[src/rtl/addr_sequencer_if.sv]
// addr_sequencer_if: command handshake, memory strobes and ARF control bundle
// for the address-side micro-sequencer.
//
// Signals
//   cmd_valid / cmd_ready   command handshake (ready high only while idle)
//   cmd_op[2:0]             opcode, sampled on accept
//   cmd_addr[15:0]          load value for CALL/LDAR/SPINIT
//   mem_rdata[15:0]         combinational memory read data (valid with mem_rd)
//   RegSel[2:0]             ARF enables, one-hot: bit2 PC, bit1 SP, bit0 AR
//   FunSel[1:0]             ARF function: 00 dec, 01 inc, 10 load, 11 clear
//   OutCSel / OutDSel       ARF C / D output mux: 00 PC, 01 SP, 1x AR
//   ARF_I[15:0]             ARF load data
//   mem_rd / mem_wr         memory strobes (write data is ARF OutC)
//   done / err              completion / rejection pulses
//
// Modports: master = command issuer and memory side, slave = sequencer.
interface addr_sequencer_if;
    logic        cmd_valid;
    logic        cmd_ready;
    logic [2:0]  cmd_op;
    logic [15:0] cmd_addr;
    logic [15:0] mem_rdata;
    logic [2:0]  RegSel;
    logic [1:0]  FunSel;
    logic [1:0]  OutCSel;
    logic [1:0]  OutDSel;
    logic [15:0] ARF_I;
    logic        mem_rd;
    logic        mem_wr;
    logic        done;
    logic        err;

    modport master (
        output cmd_valid, cmd_op, cmd_addr, mem_rdata,
        input  cmd_ready, RegSel, FunSel, OutCSel, OutDSel, ARF_I, mem_rd, mem_wr, done, err
    );

    modport slave (
        input  cmd_valid, cmd_op, cmd_addr, mem_rdata,
        output cmd_ready, RegSel, FunSel, OutCSel, OutDSel, ARF_I, mem_rd, mem_wr, done, err
    );
endinterface

[src/rtl/addr_sequencer.sv]
// addr_sequencer: expands one address-side command (NOP, FETCH, PUSH, POP,
// CALL, RET, LDAR, SPINIT) into 1-3 cycles of ARF control steps plus memory
// strobes. Full-descending stack; SP points at the last pushed word.
//
// Ports
//   Clock   system clock, rising edge
//   Reset   synchronous, active-high
//   bus     addr_sequencer_if.slave (handshake, ARF controls, memory strobes)
//
// Parameters
//   STACK_DEPTH  maximum stack entries (depth counter range 0..STACK_DEPTH)
//
// Configuration macro ADDR_SEQ_STACK_CHECK_EN: when defined, a depth counter
// rejects overflowing PUSH/CALL and underflowing POP/RET with a one-cycle err
// pulse; when undefined, stack commands always execute and err stays low.
module addr_sequencer #(
    parameter int unsigned STACK_DEPTH = 16
) (
    input logic             Clock,
    input logic             Reset,
    addr_sequencer_if.slave bus
);

    typedef enum logic [4:0] {
        StIdle, StNopDone,
        StFRd, StFInc,
        StPDec, StPWr,
        StQRd, StQInc,
        StCDec, StCWr, StCLd,
        StRRd, StRLd, StRInc,
        StALd, StSLd,
        StErr
    } state_e;

    typedef struct packed {
        logic [2:0] reg_sel;
        logic [1:0] fun_sel;
        logic [1:0] out_c_sel;
        logic [1:0] out_d_sel;
        logic       mem_rd;
        logic       mem_wr;
        logic       done;
        logic       err;
    } out_t;

    // Per-state output pattern; outputs are registered from the next state so
    // they line up with the state register without a decode stage after it.
    function automatic out_t decode(state_e s);
        out_t o;
        o = '0;
        case (s)
            StNopDone: o.done = 1'b1;
            StFRd:     begin o.out_d_sel = 2'b00; o.mem_rd = 1'b1; end
            StFInc:    begin o.reg_sel = 3'b100; o.fun_sel = 2'b01; o.done = 1'b1; end
            StPDec:    begin o.reg_sel = 3'b010; o.fun_sel = 2'b00; end
            StPWr:     begin o.out_d_sel = 2'b01; o.mem_wr = 1'b1; o.done = 1'b1; end
            StQRd:     begin o.out_d_sel = 2'b01; o.mem_rd = 1'b1; end
            StQInc:    begin o.reg_sel = 3'b010; o.fun_sel = 2'b01; o.done = 1'b1; end
            StCDec:    begin o.reg_sel = 3'b010; o.fun_sel = 2'b00; end
            StCWr:     begin
                o.out_d_sel = 2'b01;
                o.out_c_sel = 2'b00;
                o.mem_wr    = 1'b1;
            end
            StCLd:     begin o.reg_sel = 3'b100; o.fun_sel = 2'b10; o.done = 1'b1; end
            StRRd:     begin o.out_d_sel = 2'b01; o.mem_rd = 1'b1; end
            StRLd:     begin o.reg_sel = 3'b100; o.fun_sel = 2'b10; end
            StRInc:    begin o.reg_sel = 3'b010; o.fun_sel = 2'b01; o.done = 1'b1; end
            StALd:     begin o.reg_sel = 3'b001; o.fun_sel = 2'b10; o.done = 1'b1; end
            StSLd:     begin o.reg_sel = 3'b010; o.fun_sel = 2'b10; o.done = 1'b1; end
            StErr:     o.err = 1'b1;
            default:   o = '0;
        endcase
        return o;
    endfunction

    state_e      state_q, state_d;
    out_t        out_q, out_d;
    logic [15:0] arf_i_q, arf_i_d;
    logic        accept;
    logic        stack_fault;

    assign bus.cmd_ready = (state_q == StIdle) && !Reset;
    assign accept        = bus.cmd_valid && bus.cmd_ready;

`ifdef ADDR_SEQ_STACK_CHECK_EN
    localparam int unsigned DepthW = $clog2(STACK_DEPTH + 1);

    logic [DepthW-1:0] depth_q, depth_d;

    always_comb begin
        stack_fault = 1'b0;
        unique case (bus.cmd_op)
            3'b010, 3'b100: stack_fault = (depth_q == DepthW'(STACK_DEPTH));
            3'b011, 3'b101: stack_fault = (depth_q == '0);
            default:        stack_fault = 1'b0;
        endcase
    end

    // Depth moves on the edge leaving a command's final step; the fault check
    // at accept keeps it inside 0..STACK_DEPTH.
    always_comb begin
        depth_d = depth_q;
        case (state_q)
            StPWr, StCLd:  depth_d = depth_q + DepthW'(1);
            StQInc, StRInc: depth_d = depth_q - DepthW'(1);
            StSLd:         depth_d = '0;
            default:       depth_d = depth_q;
        endcase
    end

    always_ff @(posedge Clock) begin
        if (Reset) begin
            depth_q <= '0;
        end else begin
            depth_q <= depth_d;
        end
    end
`else
    assign stack_fault = 1'b0;
`endif

    always_comb begin
        state_d = state_q;
        case (state_q)
            StIdle: begin
                if (accept) begin
                    if (stack_fault) begin
                        state_d = StErr;
                    end else begin
                        unique case (bus.cmd_op)
                            3'b000: state_d = StNopDone;
                            3'b001: state_d = StFRd;
                            3'b010: state_d = StPDec;
                            3'b011: state_d = StQRd;
                            3'b100: state_d = StCDec;
                            3'b101: state_d = StRRd;
                            3'b110: state_d = StALd;
                            3'b111: state_d = StSLd;
                            default: state_d = StIdle;
                        endcase
                    end
                end
            end
            StFRd:  state_d = StFInc;
            StPDec: state_d = StPWr;
            StQRd:  state_d = StQInc;
            StCDec: state_d = StCWr;
            StCWr:  state_d = StCLd;
            StRRd:  state_d = StRLd;
            StRLd:  state_d = StRInc;
            default: state_d = StIdle;
        endcase
    end

    always_comb begin
        out_d   = decode(state_d);
        arf_i_d = arf_i_q;
        if (accept) begin
            arf_i_d = bus.cmd_addr;
        end else if (state_q == StRRd) begin
            // Return address arrives combinationally with mem_rd in R_RD.
            arf_i_d = bus.mem_rdata;
        end
    end

    always_ff @(posedge Clock) begin
        if (Reset) begin
            state_q <= StIdle;
            out_q   <= '0;
            arf_i_q <= '0;
        end else begin
            state_q <= state_d;
            out_q   <= out_d;
            arf_i_q <= arf_i_d;
        end
    end

    assign bus.RegSel  = out_q.reg_sel;
    assign bus.FunSel  = out_q.fun_sel;
    assign bus.OutCSel = out_q.out_c_sel;
    assign bus.OutDSel = out_q.out_d_sel;
    assign bus.mem_rd  = out_q.mem_rd;
    assign bus.mem_wr  = out_q.mem_wr;
    assign bus.done    = out_q.done;
    assign bus.err     = out_q.err;
    assign bus.ARF_I   = arf_i_q;

endmodule

[src/flat_wrapper.sv]
// flat-port wrapper written by rule: the top's interface ports become plain ports
module addr_sequencer_flat 
#(
    parameter int unsigned STACK_DEPTH = 16
)
  (Clock, Reset, bus_cmd_valid, bus_cmd_op, bus_cmd_addr, bus_mem_rdata, bus_cmd_ready, bus_RegSel, bus_FunSel, bus_OutCSel, bus_OutDSel, bus_ARF_I, bus_mem_rd, bus_mem_wr, bus_done, bus_err);
  addr_sequencer_if bus_i ();
  input logic Clock;
  input logic Reset;
  input wire logic [$bits(bus_i.cmd_valid)-1:0] bus_cmd_valid;
  input wire logic [$bits(bus_i.cmd_op)-1:0] bus_cmd_op;
  input wire logic [$bits(bus_i.cmd_addr)-1:0] bus_cmd_addr;
  input wire logic [$bits(bus_i.mem_rdata)-1:0] bus_mem_rdata;
  output wire logic [$bits(bus_i.cmd_ready)-1:0] bus_cmd_ready;
  output wire logic [$bits(bus_i.RegSel)-1:0] bus_RegSel;
  output wire logic [$bits(bus_i.FunSel)-1:0] bus_FunSel;
  output wire logic [$bits(bus_i.OutCSel)-1:0] bus_OutCSel;
  output wire logic [$bits(bus_i.OutDSel)-1:0] bus_OutDSel;
  output wire logic [$bits(bus_i.ARF_I)-1:0] bus_ARF_I;
  output wire logic [$bits(bus_i.mem_rd)-1:0] bus_mem_rd;
  output wire logic [$bits(bus_i.mem_wr)-1:0] bus_mem_wr;
  output wire logic [$bits(bus_i.done)-1:0] bus_done;
  output wire logic [$bits(bus_i.err)-1:0] bus_err;
  assign bus_i.cmd_valid = bus_cmd_valid;
  assign bus_i.cmd_op = bus_cmd_op;
  assign bus_i.cmd_addr = bus_cmd_addr;
  assign bus_i.mem_rdata = bus_mem_rdata;
  assign bus_cmd_ready = bus_i.cmd_ready;
  assign bus_RegSel = bus_i.RegSel;
  assign bus_FunSel = bus_i.FunSel;
  assign bus_OutCSel = bus_i.OutCSel;
  assign bus_OutDSel = bus_i.OutDSel;
  assign bus_ARF_I = bus_i.ARF_I;
  assign bus_mem_rd = bus_i.mem_rd;
  assign bus_mem_wr = bus_i.mem_wr;
  assign bus_done = bus_i.done;
  assign bus_err = bus_i.err;
  addr_sequencer #(.STACK_DEPTH(STACK_DEPTH)) u_core (.Clock(Clock), .Reset(Reset), .bus(bus_i));
endmodule
[config.mk]
export PLATFORM = sky130hd
export DESIGN_NAME = addr_sequencer_flat
export DESIGN_NICKNAME = d
export VERILOG_FILES = /design/src/rtl/addr_sequencer_if.sv /design/src/rtl/addr_sequencer.sv /design/src/flat_wrapper.sv
export SDC_FILE = /design/constraint.sdc
export NUM_CORES = 1
export LEC_CHECK = 0
export BUFFER_PORTS_ARGS = -buffer_cell sky130_fd_sc_hd__buf_2
export CAP_MARGIN = 25
export CORE_UTILIZATION = 41
export DETAILED_ROUTE_END_ITERATION = 10
export PLACE_DENSITY = 0.85
export RECOVER_POWER = 25
export SETUP_SLACK_MARGIN = 0.05
export SLEW_MARGIN = 0
export SYNTH_ARGS = -nofsm -noshare
export SYNTH_HDL_FRONTEND = slang
export SYNTH_SLANG_ARGS = --single-unit
[constraint.sdc]
create_clock -name Clock -period 1.7 [get_ports Clock]
set_input_delay 0.51 -clock Clock [delete_from_list [all_inputs] [get_ports Clock]]
set_output_delay 0.51 -clock Clock [all_outputs]
set_load 0.005 [all_outputs]
# Word level (Yosys, flattened, before mapping)
# Memories as Yosys holds them, arrays and structs flattened.
# Cells that the tools add are included.
dict set report word_totals {
  memories 1
  in_bits 38
  romBits 32
  ff_bits 32
  output_inout_bits 30
  wordCells 55
}
dict set report classes {
  muxes 10
  n_eq_ne 23
  n_reduce_logical 12
}
# name words width read_ports rd_ports_with_merged_regs write_ports line
set memory_table {}
lappend memory_table {{(name not given)} 8 4 1 0 0 addr_sequencer.sv:131} ;# unique case (bus.cmd_op)
# cell n
set op_table {}
lappend op_table {{$eq A5 B4 Y1 const B} 12}
lappend op_table {{$pmux W5 S8} 1}
lappend op_table {{$mux W16} 2}
lappend op_table {{$eq A5 B3 Y1 const B} 6}
lappend op_table {{$pmux W5 S6} 1}
lappend op_table {{$eq A5 B2 Y1 const B} 3}
lappend op_table {{$reduce_or A2 Y1} 4}
lappend op_table {{$reduce_or A8 Y1} 1}
lappend op_table {{$eq A5 B1 Y1 const B} 1}
lappend op_table {{$eq A5 B5 Y1 const B} 1}
lappend op_table {{$logic_not A5 Y1} 1}
lappend op_table {{$mux W1} 5}
lappend op_table {{$mux W5} 1}
lappend op_table {{$reduce_or A4 Y1} 1}
lappend op_table {{$reduce_or A3 Y1} 1}
lappend op_table {{$logic_and A1 B1 Y1} 2}
lappend op_table {{$reduce_bool A2 Y1} 1}
lappend op_table {{$logic_not A1 Y1} 1}

# Depth between registers and ports, before layout
# Gate-level depths: netlist of run 1.
dict set report depth {
  word_depth 8
  depth_mapped 7
  ltp_nobuf 5
}

# Least setup slack after synthesis of run 1
# OpenSTA, ideal clock, no wires.
dict set report synth_path {
  path_type {input-to-reg}
  startpoint {input bus_cmd_valid}
  endpoint {register u_core.out_q (netlist bit u_core.bus.RegSel[1])}
  required_ps 1627
  slack_ps 20
  arrival_time_ps 1607
  setup_time_ps 73
  path_buffers 0
  path_stages 5
  cell_sequence {nor4b_4 -> and2_4 -> a22oi_4 -> or4_1 -> o211ai_2}
}
dict set report synth_via {
  elab_chain_len 6
  elab_cells_between_ends 16
  classes_between {eq/ne (9); mux (3); reduce/logical (4)}
}
# element line
set synth_lines {}
lappend synth_lines {{start, declared} flat_wrapper.sv:10} ;# input wire logic [$bits(bus_i.cmd_valid)-1:0] bus_cmd_valid;
lappend synth_lines {{$logic_and A1 B1 Y1 (*)} addr_sequencer.sv:84} ;# assign accept = bus.cmd_valid && bus.cmd_ready;
lappend synth_lines {{$mux W5 (*)} addr_sequencer.sv:127} ;# if (accept) begin
lappend synth_lines {{$pmux W5 S8 (*)} addr_sequencer.sv:125} ;# case (state_q)
lappend synth_lines {{$eq A5 B3 Y1 / $eq A5 B4 Y1 (equally long branches)} addr_sequencer.sv:51} ;# case (s)
lappend synth_lines {{$reduce_or A2 Y1 (no source line)} n/a}
lappend synth_lines {{$pmux W5 S6 (*)} addr_sequencer.sv:51}
lappend synth_lines {{end signal, assigned} addr_sequencer.sv:174} ;# out_q <= out_d;
lappend synth_lines {{end, declared} addr_sequencer.sv:78} ;# out_t out_q, out_d;
# Mark *: on every way between the ends. The rest lies on a longest branch, timed or not.
# A chain may end at the register's enable or synchronous reset.

# Final worst setup path of run 1
dict set report layout_path {
  startpoint {register u_core.state_q[4]}
  endpoint {output bus_cmd_ready}
}
dict set report layout_via {
  elab_chain_len 2
}
# element line
set layout_lines {}
lappend layout_lines {{start, declared} addr_sequencer.sv:77} ;# state_e state_q, state_d;
lappend layout_lines {{start signal, assigned} addr_sequencer.sv:169} ;# state_q <= StIdle;
lappend layout_lines {{start signal, assigned} addr_sequencer.sv:173} ;# state_q <= state_d;
lappend layout_lines {{$logic_not A5 Y1} addr_sequencer.sv:83} ;# assign bus.cmd_ready = (state_q == StIdle) && !Reset;
lappend layout_lines {{$logic_and A1 B1 Y1} addr_sequencer.sv:83}
lappend layout_lines {{end, declared} flat_wrapper.sv:14} ;# output wire logic [$bits(bus_i.cmd_ready)-1:0] bus_cmd_ready;
# No other way between the ends.

==> reports/results.env, run 1 <==
STATUS='finished, violations left'
VIOLATIONS_IN_THE_FINAL_REPORTS='negative setup slack'
FIN_CRIT_SH_PCT=105
FP.DIEW_UM=62.2
NETLIST_INSTANCES=175
NUM_ANTENNA_CELLS=0
HPWLAFTERDP_UM=2650
LAYOUTNONFILLERINSTCOUNT=308
WORSTPATHMAXFANOUT=2
DIEHEIGHT_UM=62.2
CP.REQUIRED_NS=1.19
CP-ENDPOINT='bus_cmd_ready'
RR_ENDPOINT='u_core.bus.RegSel[1]$_SDFF_PP0_'
SYNTHESIS.AREA_MM2=0.00149
NUMCTSBUFFERS=5
PORTBUFFERS=64
P_PER_AREA_mW_PER_MM2=672
CLK-INSERTION-DELAY-LATE_NS=0.32
FINAL_NETS=300
MAXIMUM_NUMBER_OF_PINS_ON_ONE_NET_BEFORE_GLOBAL_ROUTE_REPAIR=33
SYNTH_EDF_COUNT=0
POST-SYNTH-TOP-AREA-CELL='sky130_fd_sc_hd__dfxtp_1'
CTS_HOLD_BUF=0
SETUP_VIOL=1
TIMING.CRITICAL_PATH.BUF_INV=1
FINAL-MAX-SLEW-VIOLATION-COUNT=0
VIA_PER_INST=5.11
DETAIL_ROUTE.FIRST_PASS.ITERATIONS=4
SEQUENTIAL_AREA_SHARE_AFTER_SYNTHESIS_PCT=41.8
SYNTH-SEQ-CELLS=31
CLOCK-ROOT-BUFFER='sky130_fd_sc_hd__clkbuf_4'
ANTENNA_VIOLATING_NETS_LEFT=0
ROUTE.VIAS.TOTAL=1573
MIN-DELAY-PATH-CLASS='input port to register'
SEQ_AREA_UM2=634
WORST-R2R-SETUP-SLACK_NS=0.06
GRT_ANTENNA_BEFORE_REPAIR=0
GP_CONGESTION=0.847
CP_CELL_SEQUENCE='nor3_4 -> nor4b_4 -> buf_2'
TIMING.CRITICAL_PATH.FROM_TYPE='register'
WORSTSETUPSTARTPOINT='u_core.state_q[4]$_SDFF_PP0_'
PLACED_STANDARD_CELL_AREA_MM2=0.00197
CTS.CLK_SLEW.WORST_PATHS_NS=0.09
COMMONEST_REGISTER_CELL_AFTER_SYNTHESIS='sky130_fd_sc_hd__dfxtp_1'
POST_SYNTH_CELL_TYPES=43
MULTI_INPUT_AREA_UM2=853
FIN_HOLD_WS_NS=0.467
CLK_PATH_BUF_DEPTH=2
CRITICAL_PATH.MAX_STAGE_DELAY_NS=0.37
WORST_PATH_MAX_DELAY_CELL='sky130_fd_sc_hd__dfxtp_4'
GRT_SETUP_UNREPAIRED='true'
TIMING_WORST_SETUP_PATH_TYPE='register to primary output'
TIMING.CLOCK.SKEW_NS=0.00277
R2R_WORST_PATH_DEPTH=5
LAYOUT_SETUP_WS_NS=-0.0861
DIE_AREA_MM2=0.00387
CRIT_PATH_END_KIND='primary output'
CORE.ROWCOUNT=21
SYN_TO_FINAL_GROWTH_PCT=44.6
SYNTH.YOSYS.WARNINGS=0
NUMBER_OF_HOLD_SLACK_VIOLATIONS_IN_THE_FINAL_TIMING_REPORT=0
TRITONCTS_NUM_SINKS=31
LAYOUT_COMMON_CELLS='sky130_fd_sc_hd__buf_2 (62), sky130_fd_sc_hd__buf_4 (26), sky130_fd_sc_hd__dfxtp_1 (26)'
PERIOD_NEEDED_NS=1.79
SYNTH_AREA_PER_CELL_UM2=8.49
START_UTIL_PCT=43.5
IOS=68
HOLDCRITSTARTPOINT='bus_cmd_addr[7]'
CORE_REGION_AREA_MM2=0.00342
GRT-OVFL-TOTAL=0
H-TREE-DEPTH=2
CP.DEPTH=3
FINALPOWER_mW=1.45
CTS_TREE='yes'
KIND_OF_CELL_ADDING_THE_MOST_DELAY_TO_THE_CRITICAL_PATH='simple AND/OR/NAND/NOR gates'
IR_DROP_mV=0.417
DRT_FIRST_ITER_VIOLATIONS=82
GRT_PASS1_WL_UM=6280
CLOCK.FMAX_MHz=560
FIRST_GLOBAL_VIAS=1407
FINISH.UTILIZATION_PCT=62.9
FINAL_COMMON_CELL='sky130_fd_sc_hd__buf_2'
GROUTE.USAGE.OVERALL_PCT=20.4
DRIVE_GT1_SHARE_PCT=46.2
POST_SYNTH_TOP_AREA_SHARE_PCT=41.8
TOTAL_LEAKAGE_POWER_nW=0.957
CP_DATA_ARRIVAL_TIME_NS=1.28
FINAL_LAYOUT_FILL_CELL_COUNT=314
AVGROUTEDWIREPERCELL_UM=12.5
MAIN_AREA_CONTRIBUTORS_AFTER_SYNTHESIS='sky130_fd_sc_hd__dfxtp_1 (42%), sky130_fd_sc_hd__a311oi_1 (9.4%), sky130_fd_sc_hd__nand3_1 (7.1%), sky130_fd_sc_hd__nand2_1 (5.8%), sky130_fd_sc_hd__nor2_1 (5.8%)'
FINISH.INSTANCE_AREA_MM2=0.00215
TIMING.RR.START='u_core.state_q[1]$_SDFF_PP0_'
PLACEDCELLCOUNT=295
ROUTE.FINAL.WIRE_LENGTH_UM=3850
REMAINING_DRC_ERRORS=0
SYNTHARSTFLOPSHARE_PCT=0
MAX_CAP_VIOLATIONS=0
==> worst reg2reg max path: stages (launching register included) <==
cell,delay [ns]
sky130_fd_sc_hd__dfxtp_2,0.45
sky130_fd_sc_hd__nand2_1,0.14
sky130_fd_sc_hd__mux2_2,0.28
sky130_fd_sc_hd__o2bb2ai_2,0.10
sky130_fd_sc_hd__or4_4,0.52
sky130_fd_sc_hd__o211ai_2,0.08
==> state kept, by name, summed over array words and instances (netlist names) <==
name / cells
u_core.bus.FunSel: 2
u_core.bus.done: 1
u_core.state_q: 5
u_core.bus.ARF_I: 16
u_core.bus.mem_wr: 1
u_core.bus.err: 1
u_core.bus.RegSel: 3
u_core.bus.mem_rd: 1
u_core.bus.OutDSel: 1
==> cells in the mapped netlist (2+ instances only) <==
library cell and number:
sky130_fd_sc_hd__nor3_1 3, sky130_fd_sc_hd__dfxtp_1 31, sky130_fd_sc_hd__a31oi_1 2, sky130_fd_sc_hd__a21oi_1 3, sky130_fd_sc_hd__nor4_1 2, sky130_fd_sc_hd__a311oi_1 16, sky130_fd_sc_hd__and2_1 2, sky130_fd_sc_hd__buf_6 2
sky130_fd_sc_hd__nor2_1 23, sky130_fd_sc_hd__nand3_1 21, sky130_fd_sc_hd__buf_1 2, sky130_fd_sc_hd__xnor2_1 2, sky130_fd_sc_hd__nand2b_1 2, sky130_fd_sc_hd__o21ai_0 2, sky130_fd_sc_hd__o2bb2ai_1 2, sky130_fd_sc_hd__buf_2 2
sky130_fd_sc_hd__nand2_1 23, sky130_fd_sc_hd__nor2b_1 2, sky130_fd_sc_hd__clkbuf_1 7, sky130_fd_sc_hd__buf_4 3
==> power by group <==
| group | internal, mW | switching [mW] | leakage, nW |
|---|---|---|---|
| Combinational | 0.131 | 0.118 | 0.667 |
| Sequential | 0.754 | 0.0205 | 0.256 |
| Clock | 0.191 | 0.230 | 0.0341 |
| Total | 1.08 | 0.369 | 0.957 |
==> worst min-delay path by stage <==
stage                                                    to  depth (start not counted)  slack, ns
after floorplan            u_core.bus.ARF_I[0]$_SDFFE_PP0P_                          2       0.47
after global placement    u_core.bus.ARF_I[10]$_SDFFE_PP0P_                          2       0.47
after detailed placement   u_core.bus.ARF_I[7]$_SDFFE_PP0P_                          2       0.47
after CTS                  u_core.bus.ARF_I[7]$_SDFFE_PP0P_                          3       0.46
after global routing       u_core.bus.ARF_I[3]$_SDFFE_PP0P_                          3       0.45
final                      u_core.bus.ARF_I[7]$_SDFFE_PP0P_                          3       0.47
==> layout make-up <==
type / count / area share [%]
multi-input cells: 131 / 39.7
flip-flops and latches: 31 / 29.5
repair buffers: 92 / 25.3
well taps: 46 / 2.68
clock buffers: 6 / 2.39
clock inverters: 1 / 0.233
inverters: 1 / 0.175
==> repair_timing <==
| action | CTS | global route |
|---|---|---|
| cloned | 0 | 0 |
| setup endpoints to repair | 5 | 25 |
| pin swaps | 1 | 4 |
| buffers inserted | 2 | 4 |
| resized for setup | 9 | 18 |
| hold endpoints to repair | 0 | 0 |
==> per-layer routing <==
metal / GRT usage (%) / vias to the layer above / wire, um
li1: - / 799 / -
met5: 0 / - / 0
met3: 6.62 / 4 / 164
met4: 9.30 / 0 / 47
met1: 24.8 / 718 / 1710
met2: 32.4 / 52 / 1920
==> through the flow <==
step                      setup TNS [ns]  worst slack, ns
final                            -0.0861          -0.0861
after global placement            -0.109          -0.0600
after global routing              -0.161           -0.161
after CTS                        -0.0703          -0.0703
after detailed placement          -0.198          -0.0996
after floorplan                        0           0.0640
==> cells by family after synthesis <==
group | synth area share (%)
buffers and inverters | 6.23
AND/OR/NAND/NOR | 30.6
flip-flops | 41.8
AO/OA/AOI/OAI | 19.2
XOR/XNOR | 1.18
other | 0.252
multiplexers | 0.758
Power figures use the tool's default switching activity.
==> run 2, diff against run 1 <==
--- a/config.mk
+++ b/config.mk
@@ -5,11 +5,12 @@
 export SDC_FILE = /design/constraint.sdc
 export NUM_CORES = 1
 export LEC_CHECK = 0
+export ABC_AREA = 1
 export BUFFER_PORTS_ARGS = -buffer_cell sky130_fd_sc_hd__buf_2
 export CAP_MARGIN = 25
-export CORE_UTILIZATION = 41
+export CORE_UTILIZATION = 50
 export DETAILED_ROUTE_END_ITERATION = 10
-export PLACE_DENSITY = 0.85
+export PLACE_DENSITY = 0.95
 export RECOVER_POWER = 25
 export SETUP_SLACK_MARGIN = 0.05
 export SLEW_MARGIN = 0
==> constraint.sdc (replaced) <==
create_clock -name Clock -period 2.1 [get_ports Clock]
set_input_delay 0.63 -clock Clock [delete_from_list [all_inputs] [get_ports Clock]]
set_output_delay 0.63 -clock Clock [all_outputs]
set_load 0.005 [all_outputs]
==> run 2 against run 1 <==
Net effect: the run now ends clean; clock skew rose by 0.0082 ns; worst hold slack better by 0.016 ns; final cell count shrank 0.65%; sequential share of layout area up 3.8 points; synthesized cell count up 19%; wire length down 8.5%; non-clock buffer count shrank 27; clock power increased by 4%; die area shrank 17%; power fell by 16%; global-route usage is 2.2 points higher; sequential power down 20%; critical path type unchanged; highest routed layer unchanged.
==> reports/results.env, run 2 <==
FINISH.INSTANCE_AREA_MM2=0.00186  # -13%
SYNTH_ADDER_AREA_SHARE_PCT=0  # unchanged
TIMING_WORST_SETUP_PATH_TYPE='register to primary output'
AVGROUTEDWIREPERCELL_UM=11.5  # -7.9%
INTPOWER_mW=0.917  # -15%
P_PER_AREA_mW_PER_MM2=649  # -3.5%
CORE.ROWCOUNT=19  # -9.5%
PRE_CTS_SLACK_NS=0.263  # +0.363 ns
VIA_PER_INST=5.04  # -1.4%
POSTCTSSETUPBUFFERS=0  # -2
LAYOUT_SETUP_WS_NS=0.176  # +0.262 ns
POST_SYNTH_CELL_TYPES=22  # -49%
ROUTE.FINAL.WIRE_LENGTH_UM=3520  # -8.5%
LARGEST_REGISTER_FF_COUNT=16  # unchanged
FP.DIEW_UM=56.6  # -9.1%
SYNTHESIS.AREA_MM2=0.00149  # +0.17%
CTS.CLK_SLEW.WORST_PATHS_NS=0.10  # about the same
TRITONCTS_NUM_SINKS=31  # unchanged
DRIVE_GT1_SHARE_PCT=32.7  # -13 points
SYNTH-SEQ-CELLS=31  # unchanged
DIEHEIGHT_UM=56.6  # -9.1%
PERIOD_NEEDED_NS=1.92
IOS=68  # unchanged
FINAL_NETS=313  # +4.3%
COMMONEST_REGISTER_CELL_AFTER_SYNTHESIS='sky130_fd_sc_hd__dfxtp_1'
YS_TOP_CELLS_BY_COUNT='sky130_fd_sc_hd__nand2_1 (73), sky130_fd_sc_hd__dfxtp_1 (31), sky130_fd_sc_hd__inv_1 (17), sky130_fd_sc_hd__nor2_1 (17), sky130_fd_sc_hd__a31oi_1 (16)'
TIMING.CRITICAL_PATH.FROM_TYPE='register'
CP_DATA_ARRIVAL_TIME_NS=1.29  # about the same
SHARE_SEQ_OF_TOTAL_POWER_PCT=51.2  # -2.4 points
TIMING.CLOCK.SKEW_NS=0.0110  # +0.00819 ns
SETUP_TOTAL_NEGATIVE_SLACK_NS=0  # +0.0861 ns
CP.REQUIRED_NS=1.47  # +0.28 ns
SYNTH.YOSYS.WARNINGS=0  # unchanged
FIN_HOLD_WS_NS=0.483  # +0.0157 ns
PLACEDCELLCOUNT=299  # +1.4%
COMBINATIONAL_FAMILY_WITH_THE_MOST_AREA_AFTER_SYNTHESIS='simple AND/OR/NAND/NOR gates'
POWER.SHARE.SWITCHING_PCT=24.2  # -1.3 points
ANTENNA_VIOLATING_NETS_LEFT=0  # unchanged
SYNTH-COMPOUND-AREA-SHARE_PCT=10.3  # -8.9 points
CLOCK.FMAX_MHz=520
FIN_CRIT_SH_PCT=91.6
PLACED_STANDARD_CELL_AREA_MM2=0.00181  # -8.2%
HPWLAFTERDP_UM=2580  # -2.8%
CLOCK-ROOT-BUFFER='sky130_fd_sc_hd__clkbuf_4'
MOST_COMMON_CELL_IN_THE_SYNTHESIZED_NETLIST='sky130_fd_sc_hd__nand2_1'
CLK-INSERTION-DELAY-LATE_NS=0.32  # about the same
GP_CONGESTION=0.956  # +13%
FINAL_COMMON_CELL='sky130_fd_sc_hd__nand2_1'
SYNTHARSTFLOPSHARE_PCT=0  # unchanged
FINALPOWER_mW=1.21  # -16%
START_UTIL_PCT=53.5  # +10 points
DETAIL_ROUTE.FIRST_PASS.ITERATIONS=4  # unchanged
SYNTHXORXNORAREAFRAC_PCT=0  # -1.2 points
NETSWITCHINGPOWER_mW=0.292  # -21%
MULTIPLEXER_SHARE_OF_THE_SYNTHESIZED_AREA_PCT=0  # -0.76 points
POST_SYNTH_TOP_AREA_SHARE_PCT=41.7  # -0.070 points
GRT_SETUP_UNREPAIRED='false'
GRT-OVFL-TOTAL=0  # unchanged
CTS_RESIZED=0  # -9
STATUS='finished clean'
MAIN_AREA_CONTRIBUTORS_AFTER_SYNTHESIS='sky130_fd_sc_hd__dfxtp_1 (42%), sky130_fd_sc_hd__nand2_1 (18%), sky130_fd_sc_hd__a31oi_1 (6.7%), sky130_fd_sc_hd__inv_1 (4.3%), sky130_fd_sc_hd__nor2_1 (4.3%)'
SYNTH_EDF_COUNT=0  # unchanged
SETUP_VIOL=0  # -1
SEQ_AREA_UM2=621  # -2.2%
FIRST_GLOBAL_VIAS=1357  # -3.6%
DIE_AREA_MM2=0.00320  # -17%
GRT_ANTENNA_BEFORE_REPAIR=0  # unchanged
MAX_CAP_VIOLATIONS=0  # unchanged
NETLIST_INSTANCES=208  # +19%
REMAINING_DRC_ERRORS=0  # unchanged
WORSTPATHMAXFANOUT=5  # +3
CTS_TREE='yes'
POST-SYNTH-TOP-AREA-CELL='sky130_fd_sc_hd__dfxtp_1'
CLOCK_POWER_SHARE_PCT=36.0  # +6.9 points
PORTBUFFERS=64  # unchanged
GROUTE.USAGE.OVERALL_PCT=22.5  # +2.2 points
LAYOUT_COMMON_CELLS='sky130_fd_sc_hd__nand2_1 (74), sky130_fd_sc_hd__buf_2 (61), sky130_fd_sc_hd__dfxtp_1 (31)'
CTS_HOLD_BUF=0  # unchanged
GRT_PASS1_WL_UM=5580  # -11%
SYNTH_AREA_PER_CELL_UM2=7.16  # -16%
IR_DROP_mV=0.562  # +35%
SYN_TO_FINAL_GROWTH_PCT=25.2
MULTI_INPUT_AREA_UM2=723  # -15%
FINAL_LAYOUT_FILL_CELL_COUNT=242  # -23%
MAXIMUM_NUMBER_OF_PINS_ON_ONE_NET_BEFORE_GLOBAL_ROUTE_REPAIR=28  # -15%
LAYOUTNONFILLERINSTCOUNT=306  # -0.65%
TOTAL_LEAKAGE_POWER_nW=0.974  # +1.8%
DRT_FIRST_ITER_VIOLATIONS=73  # -11%
NUMBER_OF_HOLD_SLACK_VIOLATIONS_IN_THE_FINAL_TIMING_REPORT=0  # unchanged
CORE_REGION_AREA_MM2=0.00278  # -19%
CLK_PATH_BUF_DEPTH=2  # unchanged
SEQUENTIAL_AREA_SHARE_AFTER_SYNTHESIS_PCT=41.7  # -0.070 points
NUMCTSBUFFERS=5  # unchanged
ROUTE.VIAS.TOTAL=1541  # -2.0%
POST_SYNTH_AND_OR_NAND_NOR_AREA_FRACTION_PCT=37.6  # +7.0 points
FINAL-MAX-SLEW-VIOLATION-COUNT=0  # unchanged
H-TREE-DEPTH=2  # unchanged
MIN-DELAY-PATH-CLASS='register to register'
NUM_ANTENNA_CELLS=0  # unchanged
FINISH.UTILIZATION_PCT=67.0  # +4.1 points
CRIT_PATH_END_KIND='primary output'
POWER.SHARE.COMBINATIONAL_PCT=12.7  # -4.5 points
==> run 2: worst max-delay path: stages (launching register included) <==
cell and delay [ns]:
sky130_fd_sc_hd__dfxtp_1 0.37, sky130_fd_sc_hd__nor2_2 0.18, sky130_fd_sc_hd__nand2_1 0.16, sky130_fd_sc_hd__nor2_8 0.14, sky130_fd_sc_hd__buf_2 0.13
==> run 2: metal layers <==
layer / global-route usage (%) / vias to the layer above / wire (um)
met5: 0 / - / 0
met4: 11.5 / 0 / 80
met3: 6.45 / 10 / 244
met2: 38.8 / 80 / 1840
met1: 25.0 / 669 / 1360
li1: - / 782 / -
==> run 2: logic make-up after synthesis <==
logic type             after synthesis
flip-flops                          31
other                                1
AND/OR/NAND/NOR                    119
buffers and inverters               32
AO/OA/AOI/OAI                       25
==> run 2: final timing paths <==
path	slack (ns)	endpoint	startpoint	depth (start not counted)
max	0.18	bus_cmd_ready	u_core.state_q[3]$_SDFF_PP0_	4
min	0.48	u_core.bus.ARF_I[11]$_SDFFE_PP0P_	u_core.bus.ARF_I[11]$_SDFFE_PP0P_	2
max reg2reg	0.42	u_core.bus.RegSel[1]$_SDFF_PP0_	u_core.state_q[0]$_SDFF_PP0_	8
min reg2reg	0.48	u_core.bus.ARF_I[11]$_SDFFE_PP0P_	u_core.bus.ARF_I[11]$_SDFFE_PP0P_	2
==> run 2: area by class of cell <==
cell class              count  share of cell area [%]
clock inverters             1                    1.61
flip-flops and latches     31                    33.3
inverters                  23                    4.63
clock buffers               6                    2.21
multi-input cells         149                    38.8
well taps                  31                    2.08
repair buffers             65                    17.4
==> run 2: power by group through the flow <==
stage / logic [mW] / clock network (mW) / registers (mW)
after detailed placement: 0.155 / 0 / 0.633
after CTS: 0.155 / 0.435 / 0.620
after floorplan: 0.0909 / 0 / 0.634
after global routing: 0.170 / 0.466 / 0.622
after global placement: 0.151 / 0 / 0.632
final: 0.154 / 0.436 / 0.620
